## src/rtl/aes_pkg.sv

```systemverilog
// Shared AES-128 key-schedule constants, FSM encoding and word helpers.
package aes_pkg;

    localparam int NK       = 4;
    localparam int NR       = 10;
    localparam int WORD_LEN = 32;

    typedef enum logic [1:0] {
        ST_IDLE  = 2'd0,
        ST_ISSUE = 2'd1,
        ST_WAIT  = 2'd2
    } ke_state_t;

    // Round constant for round i (1..10); other indices never occur.
    function automatic logic [7:0] rcon(input logic [3:0] i);
        logic [7:0] r;
        case (i)
            4'd1:    r = 8'h01;
            4'd2:    r = 8'h02;
            4'd3:    r = 8'h04;
            4'd4:    r = 8'h08;
            4'd5:    r = 8'h10;
            4'd6:    r = 8'h20;
            4'd7:    r = 8'h40;
            4'd8:    r = 8'h80;
            4'd9:    r = 8'h1b;
            4'd10:   r = 8'h36;
            default: r = 8'h00;
        endcase
        return r;
    endfunction

    // Cyclic left rotate of a word by one byte.
    function automatic logic [31:0] rot_word(input logic [31:0] w);
        return {w[23:0], w[31:24]};
    endfunction

endpackage

```

## src/rtl/key_expansion_ctrl_sub_word.sv

```systemverilog
// SubWord: byte-wise AES S-box with a one-cycle registered latency.
// The S-box is computed as GF(2^8) inverse followed by the affine map.
module key_expansion_ctrl_sub_word #(
    parameter int DATA_LEN     = 32,
    parameter int NUM_OF_BYTES = 4
) (
    input  logic                clk,
    input  logic                reset,
    input  logic                valid_in,
    input  logic [DATA_LEN-1:0] data_in,
    output logic                valid_out,
    output logic [DATA_LEN-1:0] data_out
);

    function automatic logic [7:0] gf_mul(input logic [7:0] a, input logic [7:0] b);
        logic [7:0] p;
        logic [7:0] x;
        p = 8'h00;
        x = a;
        for (int i = 0; i < 8; i++) begin
            if (b[i]) p = p ^ x;
            x = {x[6:0], 1'b0} ^ (x[7] ? 8'h1b : 8'h00);
        end
        return p;
    endfunction

    // a^254 is the multiplicative inverse (and maps 0 to 0).
    function automatic logic [7:0] sbox(input logic [7:0] a);
        logic [7:0] sq;
        logic [7:0] r;
        sq = a;
        r  = 8'h01;
        for (int i = 1; i < 8; i++) begin
            sq = gf_mul(sq, sq);
            r  = gf_mul(r, sq);
        end
        return r ^ {r[6:0], r[7]} ^ {r[5:0], r[7:6]} ^ {r[4:0], r[7:5]}
                 ^ {r[3:0], r[7:4]} ^ 8'h63;
    endfunction

    logic [DATA_LEN-1:0] sub;

    for (genvar g = 0; g < NUM_OF_BYTES; g++) begin : g_byte
        assign sub[g*8 +: 8] = sbox(data_in[g*8 +: 8]);
    end

    // Capture the substituted word whenever a request arrives.
    always_ff @(posedge clk or negedge reset) begin
        if (!reset) begin
            valid_out <= 1'b0;
            data_out  <= '0;
        end else begin
            valid_out <= valid_in;
            if (valid_in) data_out <= sub;
        end
    end

endmodule

```

## src/rtl/key_expansion_ctrl.sv

```systemverilog
// AES-128 key schedule sequencer around one shared SubWord unit.
//
// state    | meaning
// ---------+-----------------------------------------------------------
// ST_IDLE  | waiting for start; outputs hold the last round key
// ST_ISSUE | current round key presented; SubWord request unless last
// ST_WAIT  | waiting for SubWord result to build the next round key
module key_expansion_ctrl
    import aes_pkg::*;
#(
    parameter int KEY_LEN    = 128,
    parameter int WORD_LEN   = 32,
    parameter int NUM_ROUNDS = 10
) (
    input  logic               clk,
    input  logic               reset,
    input  logic               start,
    input  logic [KEY_LEN-1:0] key_in,
    output logic               busy,
    output logic               rk_valid,
    output logic [3:0]         rk_index,
    output logic [KEY_LEN-1:0] rk_out,
    output logic               done
);

    ke_state_t           state, state_d;
    logic [KEY_LEN-1:0]  key_reg, key_d;
    logic [3:0]          round, round_d;
    logic                sw_valid_in, sw_valid_out;
    logic [WORD_LEN-1:0] sw_data_in, sw_data_out;
    logic [31:0]         t, w0n, w1n, w2n, w3n;

    key_expansion_ctrl_sub_word #(
        .DATA_LEN    (WORD_LEN),
        .NUM_OF_BYTES(4)
    ) u_sub_word (
        .clk      (clk),
        .reset    (~reset),
        .valid_in (sw_valid_in),
        .data_in  (sw_data_in),
        .valid_out(sw_valid_out),
        .data_out (sw_data_out)
    );

    // Next-state, next key/round and SubWord request.
    always_comb begin
        state_d     = state;
        key_d       = key_reg;
        round_d     = round;
        sw_valid_in = 1'b0;
        sw_data_in  = rot_word(key_reg[31:0]);
        t   = sw_data_out ^ {rcon(round + 4'd1), 24'h0};
        w0n = key_reg[127:96] ^ t;
        w1n = key_reg[95:64]  ^ w0n;
        w2n = key_reg[63:32]  ^ w1n;
        w3n = key_reg[31:0]   ^ w2n;
        case (state)
            ST_IDLE: begin
                if (start) begin
                    key_d   = key_in;
                    round_d = 4'd0;
                    state_d = ST_ISSUE;
                end
            end
            ST_ISSUE: begin
                if (round == 4'(NUM_ROUNDS)) begin
                    state_d = ST_IDLE;
                end else begin
                    sw_valid_in = 1'b1;
                    state_d     = ST_WAIT;
                end
            end
            ST_WAIT: begin
                if (sw_valid_out) begin
                    key_d   = {w0n, w1n, w2n, w3n};
                    round_d = round + 4'd1;
                    state_d = ST_ISSUE;
                end
            end
            default: state_d = ST_IDLE;
        endcase
    end

    // State registers and outputs, registered on entry to the state they describe.
    always_ff @(posedge clk or posedge reset) begin
        if (reset) begin
            state    <= ST_IDLE;
            key_reg  <= '0;
            round    <= 4'd0;
            busy     <= 1'b0;
            rk_valid <= 1'b0;
            rk_index <= 4'd0;
            rk_out   <= '0;
            done     <= 1'b0;
        end else begin
            state   <= state_d;
            key_reg <= key_d;
            round   <= round_d;
            busy    <= (state_d != ST_IDLE);
            if (state_d == ST_ISSUE) begin
                rk_valid <= 1'b1;
                rk_out   <= key_d;
                rk_index <= round_d;
                done     <= (round_d == 4'(NUM_ROUNDS));
            end else begin
                rk_valid <= 1'b0;
                done     <= 1'b0;
            end
        end
    end

endmodule

```

## config.mk

```make
export PLATFORM = sky130hd
export DESIGN_NAME = key_expansion_ctrl
export DESIGN_NICKNAME = d
export VERILOG_FILES = /design/src/rtl/aes_pkg.sv /design/src/rtl/key_expansion_ctrl_sub_word.sv /design/src/rtl/key_expansion_ctrl.sv
export SDC_FILE = /design/constraint.sdc
export NUM_CORES = 2
export LEC_CHECK = 0
export CAP_MARGIN = 10
export CORE_MARGIN = 8
export CORE_UTILIZATION = 50
export CTS_CLUSTER_DIAMETER = 40
export CTS_CLUSTER_SIZE = 24
export DETAILED_ROUTE_END_ITERATION = 6
export DONT_BUFFER_PORTS = 1
export MAX_ROUTING_LAYER = met4
export PLACE_DENSITY = 0.63
export SLEW_MARGIN = 20
export SYNTH_ARGS = -nofsm -noshare
export SYNTH_HDL_FRONTEND = slang
export SYNTH_SLANG_ARGS = --single-unit
```

## constraint.sdc

```tcl
create_clock -name clk -period 19.3 [get_ports clk]
set_input_delay 1.93 -clock clk [delete_from_list [all_inputs] [get_ports clk]]
set_output_delay 1.93 -clock clk [all_outputs]
set_load 0.01 [all_outputs]
```

Word-level counts from Yosys, hierarchy flattened

Memories as Yosys holds them, arrays and structs flattened.
Cells that the tools add are included.
Widths: inputs -> output; s select.

Memories: 1
ROM bits: 128
Bits of input ports: 131
Output and inout port bits: 135
Logic and storage cells: 1626
Bits in registers: 302

Add/sub/neg operators: 1
Multiplexer cells: 826
Bitwise logic cells: 781
Eq/ne operators: 5
Reduce and logical (&&, ||, !) cells: 2

Memories:

| name            | depth | width | read ports | clocked after Yosys merged registers in | write ports | line          | source |
|---|---|---|---|---|---|---|---|
| (no name shown) | 16    | 8     | 1          | 0                                       | 0           | aes_pkg.sv:17 | `case (i)` |

Operators by type and width:

| cell                | count |
|---|---|
| $xor 8x8->8         | 744 |
| $mux 8              | 420 |
| $mux 5              | 368 |
| $mux 128            | 2 |
| $pmux 128 s2        | 1 |
| $xor 32x32->32      | 5 |
| $mux 7              | 4 |
| $not 1->1 const A   | 28 |
| $mux 4              | 6 |
| $mux 6              | 4 |
| $not 4->4           | 4 |
| $mux 2              | 7 |
| $mux 3              | 4 |
| $eq 4x4->1 const B  | 2 |
| $mux 1              | 8 |
| $pmux 4 s2          | 1 |
| $pmux 2 s3          | 1 |
| $add 4x1->4 const B | 1 |
| $eq 2x1->1 const B  | 2 |
| $eq 2x2->1 const B  | 1 |
| $logic_not 2->1     | 1 |
| $reduce_bool 2->1   | 1 |

Depth between registers and ports, before layout

Word-level depth: 132
Depth in mapped cells: 71
Gate-level depth less buffers: 60

Hierarchy

A second synthesis with hierarchy kept.

Cell total of the unflattened synthesis: 9378
Area total of the unflattened synthesis: 73789.5 sq um

Modules (own cells, without submodules):

| module                      | times used | seq. area each (sq um) | area an instance (sq um) | cells each |
|---|---|---|---|---|
| key_expansion_ctrl_sub_word | 1          | 825.8                  | 60008.8                  | 8032 |
| key_expansion_ctrl          | 1          | 6731.5                 | 13780.7                  | 1346 |

Worst setup path after synthesis

OpenSTA, ideal clock, no wires.

Kind: reg-to-reg
From: reg key_reg[8]
To: reg u_sub_word.data_out[22]
Clock period less this slack: 15.799 ns
Arrival time: 15.722 ns
Path buffers: 10
Library setup time: 0.076 ns
Stages on the path, launching flop included: 70
Path slack: 3.501 ns
Cell sequence: dfrtp_1 ha_1 clkbuf_1 nand2_1 xnor2_1 inv_2 clkbuf_1 clkbuf_1 ha_1 clkbuf_1 xnor3_1 nand3_1 nand2_1 xnor2_1 inv_1 ha_1 xnor3_1 nor3_1 (+34 left out) a31oi_1 xnor2_1 a21oi_1 xnor2_1 clkbuf_1 nor2_1 xnor2_1 buf_2 xor2_1 buf_2 xnor2_1 xnor2_1 a22oi_1 xnor3_1 xnor3_1 xnor2_2 xor3_1 o21ai_1

Word-level cells in the longest chain between the ends: 128

RTL lines:

| element                               | line                                                                 | source |
|---|---|---|
| start: declaration                    | key_expansion_ctrl.sv:27                                             | `logic [KEY_LEN-1:0] key_reg, key_d;` |
| start signal: assignment              | key_expansion_ctrl.sv:97                                             | `key_reg <= key_d;` |
| $mux 8                                | key_expansion_ctrl_sub_word.sv:21                                    | `if (b[i]) p = p ^ x;` |
| $xor 8x8->8                           | key_expansion_ctrl_sub_word.sv:21                                    |  |
| $mux 8                                | key_expansion_ctrl_sub_word.sv:21                                    |  |
| $xor 8x8->8                           | key_expansion_ctrl_sub_word.sv:21                                    |  |
| $mux 8                                | key_expansion_ctrl_sub_word.sv:21                                    |  |
| $xor 8x8->8                           | key_expansion_ctrl_sub_word.sv:21                                    |  |
| $mux 8                                | key_expansion_ctrl_sub_word.sv:21                                    |  |
| $xor 8x8->8                           | key_expansion_ctrl_sub_word.sv:21                                    |  |
| (+111 left out)                       | n/a                                                                  |  |
| $xor 8x8->8 or $mux 8 (tied branches) | key_expansion_ctrl_sub_word.sv:21                                    |  |
| $mux 8 or $xor 8x8->8 (tied branches) | key_expansion_ctrl_sub_word.sv:21                                    |  |
| $xor 8x8->8 or $mux 8 (tied branches) | key_expansion_ctrl_sub_word.sv:21                                    |  |
| $mux 8 (*)                            | key_expansion_ctrl_sub_word.sv:21                                    |  |
| $xor 8x8->8 or $mux 8 (tied branches) | key_expansion_ctrl_sub_word.sv:37, key_expansion_ctrl_sub_word.sv:21 |  |
| $xor 8x8->8 (2 in series)             | key_expansion_ctrl_sub_word.sv:37                                    | `return r ^ {r[6:0], r[7]} ^ {r[5:0], r[7:6]} ^ {r[4:0], r[7:5]}` |
| $xor 8x8->8 (*)                       | key_expansion_ctrl_sub_word.sv:38                                    | `^ {r[3:0], r[7:4]} ^ 8'h63;` |
| $not 4->4 (no line) (*)               | n/a                                                                  |  |
| end signal: assignment                | key_expansion_ctrl_sub_word.sv:54                                    | `if (valid_in) data_out <= sub;` |
| end: declaration                      | key_expansion_ctrl_sub_word.sv:12                                    | `output logic [DATA_LEN-1:0] data_out` |

Mark *: on every way between the ends. The rest lies on a longest branch, timed or not.
A chain may end at the register's enable or synchronous reset.

Worst setup path in the final report

From: reg key_reg[7]
To: reg u_sub_word.data_out[11]

Word-level cells in the longest chain between the ends: 128

RTL lines:

| element                               | line |
|---|---|
| $mux 5 or $mux 8 (tied branches)      | key_expansion_ctrl_sub_word.sv:22, key_expansion_ctrl_sub_word.sv:21 |
| $xor 8x8->8, on equally long branches | key_expansion_ctrl_sub_word.sv:22, key_expansion_ctrl_sub_word.sv:21 |
| $xor 8x8->8 or $mux 8 (tied branches) | key_expansion_ctrl_sub_word.sv:21 |
| $mux 8 or $xor 8x8->8 (tied branches) | key_expansion_ctrl_sub_word.sv:21 |
| $xor 8x8->8 or $mux 8 (tied branches) | key_expansion_ctrl_sub_word.sv:21 |
| $mux 8 or $xor 8x8->8 (tied branches) | key_expansion_ctrl_sub_word.sv:21 |
| $xor 8x8->8 or $mux 8 (tied branches) | key_expansion_ctrl_sub_word.sv:21 |
| $mux 8 or $xor 8x8->8 (tied branches) | key_expansion_ctrl_sub_word.sv:21 |
| (+110 left out)                       | n/a |
| $xor 8x8->8                           | key_expansion_ctrl_sub_word.sv:21 |
| $mux 8                                | key_expansion_ctrl_sub_word.sv:21 |
| $xor 8x8->8                           | key_expansion_ctrl_sub_word.sv:21 |
| $mux 8                                | key_expansion_ctrl_sub_word.sv:21 |
| $xor 8x8->8                           | key_expansion_ctrl_sub_word.sv:21 |
| $mux 8 (*)                            | key_expansion_ctrl_sub_word.sv:21 |
| $xor 8x8->8 (3 in series)             | key_expansion_ctrl_sub_word.sv:37 |
| $xor 8x8->8 (*)                       | key_expansion_ctrl_sub_word.sv:38 |

Marks and branches as above.

==> results.md <==
- Outcome: finished with violations
- Failing checks: DRC
- Initial antenna violation count: 13
- Cell Area, Synth: 0.0709 sq mm
- Post-synthesis sequential area ratio: 0.107
- First-pass GRT wire length: 367000 microns
- Worst-margin pin slew: around 1.4 ns
- Area Growth Syn to Fin: 6.79%
- CTS Buffer Depth: 3
- # DRC: 2
- CTS Buf Count: 56
- Die area: ~0.15 sq mm
- Crit end category: flop
- Required @ worst endpoint: 19.83 ns
- Fmax: 0.0556 GHz
- Fillcell total: 13700
- Mean Syn Cell Area: around 7.5 sq um
- Final Hold Viols: 0
- Number of synthesized flops with an enable pin: 0
- Syn Nets: 9630
- Drt wl/cell: 21.1 microns
- Fin crit period: between 15 and 20 ns
- Vias: 67600
- Startpoint types: flop
- Core Rows: 138
- Clock Latency Late Sink: 0.67 ns
- CTS Sinks: a little over 300
- Routed wire length: 235000 microns
- Core outline area: 0.141 sq mm
- CTS H-Tree Depth: 2
- Initial core utilization: 0.502
- Critical path class: reg2reg
- Slew margin rel.: 0.0827
- Fraction of registers with async set/reset: 1.00
- Clock Pin Slew Worst Setup and Hold Paths: 0.05 ns
- Gp weighted congestion: 0.957
- Crit path top cell by count: xnor2_1
- Dominant synthesized flop cell: dfrtp_1
- Finished Core Util: 0.536
- Largest net degree at the start of global routing: 126
- Crit-path slowest cell: xor2_1
- Fraction of layout instances using a drive strength above 1: 0.0980
- Unrepaired setup endpoints after global routing: false
- GRT overflow: 0
- Total global-route track usage: 0.298
- Crit path arrival time: about 19 ns
- Vias per inst: ~6
- Die Ht: 393 microns
- Post-DRT Antenna Nets: 0
- Cts hold-fix bufs: 0
- DRT Pass-1 Iters: 7
- Root buffer selected by CTS: clkbuf_16
- Die X: 393 microns
- Final setup fails: 0
- Cells after synthesis: 9466
- Multi-input combinational cell area: 0.0609 sq mm
- Final setup TNS: 0 ns
- Post-CTS Setup Inserts: 0
- #FFs+latches synth: 302
- DRT iter0 DRCs: 5918
- CP max FO: 21
- Port bufs: 0
- Fin crit share: 0.932
- Delay of the slowest cell on the worst path: 0.80 ns
- Max Cap Viol: 0
- Post-detail-place hpwl: 173000 microns
- Io pins: roughly 270
- Sequential Area: 0.00756 sq mm
- Max Slew Vio Count: 0
- Worst min path class: reg2reg
- Non-Filler Instances: 11200
- TritonCTS clock tree: built
- Netlist cell types: 127
- Number of global-route vias before repair: 62900
- Final net count: 9369
- Yosys Warn Count: 0
- Inst Count DP: 11000
- Setup Skew: 0.0365 ns
## layout make-up
type	instances	share of cell area
repair buffers	313	0.0310
multi-input cells	8420	0.805
clock buffers	66	0.0201
flip-flops and latches	302	0.0999
diodes	11	0.000363
well taps	1890	0.0312
clock inverters	39	0.00701
inverters	112	0.00572
## through the flow
stage | setup slack (ns) | hold WS, ns | area (sq um)
6_report | 1.31 | 0.502 | 75700
5_1_grt | 0.113 | 0.535 | 75700
2_1_floorplan | 3.50 | 0.467 | 70900
4_1_cts | 0.700 | 0.499 | 75600
3_3_place_gp | 1.30 | 0.481 | 73500
3_5_place_dp | 0.726 | 0.487 | 73500
## path summary, 6_finish.rpt
path                              from                      end  cells past startpoint  slack [ns]
hold / removal             key_reg[72]              key_reg[72]                      2        0.50
max in group asynchronous        reset  u_sub_word.data_out[15]                      3       15.75
hold reg to reg            key_reg[72]              key_reg[72]                      2        0.50
min in group asynchronous        reset               rk_out[14]                      1        1.33
setup reg to reg            key_reg[7]  u_sub_word.data_out[11]                     58        1.31
setup / recovery            key_reg[7]  u_sub_word.data_out[11]                     58        1.31
## cell families after synthesis
group | Yosys count | share of synthesized area
xor+xnor | 2759 | 0.409
buf+inv | 744 | 0.0431
compound gates | 1980 | 0.182
fa+ha+maj | 33 | 0.00582
mux | 339 | 0.0506
simple gates | 3309 | 0.203
flops | 302 | 0.107
## synthesized netlist by cell type, types with 22 or more instances
master,number,area (sq um)
nand4_1,27,169
inv_1,79,297
a32oi_1,22,193
a21oi_1,478,2390
a31oi_1,124,776
or2_2,23,144
nor3_1,204,1020
and3_1,47,294
buf_1,58,218
ha_1,33,413
xnor3_1,202,4550
nor3b_1,41,308
a211oi_1,66,495
a22oi_1,99,743
o21a_1,30,225
o311ai_0,27,236
xnor2_1,1818,15900
nand3_1,207,1040
o22a_1,48,420
xor2_1,538,4710
nor2_1,1405,5270
nand2b_1,68,425
o21ai_0,457,2290
nor2b_1,90,563
clkbuf_1,432,1620
mux2_2,118,1330
buf_4,26,195
mux2i_1,214,2140
dfrtp_1,302,7560
o211ai_1,84,631
and2_1,55,344
xor2_2,39,634
o22ai_1,131,820
buf_2,112,561
or3_1,35,219
nand2_1,1008,3780
a221oi_1,26,228
a221o_1,36,360
o21ai_1,42,210
o221ai_1,27,236
xor3_1,23,547
xnor2_2,98,1590
## worst max-delay path, delay by kind of cell (launching register included)
kind | cells | cell delay [ns]
XOR/XNOR | 26 | 8.30
AND/OR/NAND/NOR | 7 | 1.53
flip-flops | 1 | 0.78
buffers and inverters | 6 | 1.40
adder cells (fa/ha/maj) | 4 | 1.68
multiplexers | 5 | 1.34
AO/OA/AOI/OAI | 10 | 2.79
## cells in the final DEF, fill, tap and decap left out, drive strengths merged, types with 41 or more instances in the layout
cell,netlist,routed
buf,199,313
nand2b,69,69
nor2b,90,90
o22a,48,48
inv,94,113
xor2,579,579
a31oi,125,125
a211oi,68,68
a21oi,480,480
nand3,207,207
and2,60,60
mux2i,216,216
nor3,208,208
nor3b,41,41
o22ai,132,132
dfrtp,302,302
xnor3,217,217
nor2,1411,1411
xnor2,1934,1934
o211ai,86,86
clkbuf,433,66
and3,47,47
nand2,1011,1011
o21ai,501,501
a22oi,100,100
mux2,120,120
## per-layer routing
layer | wire, microns | up-vias | track usage
met5 | 0 | - | -
met4 | 8440 | 0 | 0.101
met3 | 19400 | 402 | 0.0407
met2 | 106000 | 2672 | 0.466
met1 | 101000 | 32500 | 0.397
li1 | - | 32100 | -
## what timing repair did
item,CTS,global route
gates resized for setup,0,10
endpoints found under the hold margin,0,0
endpoints found under the setup margin,0,24
Power is not shown: default switching activity piles up to over one toggle a cycle in this logic, so the estimate is an artifact.
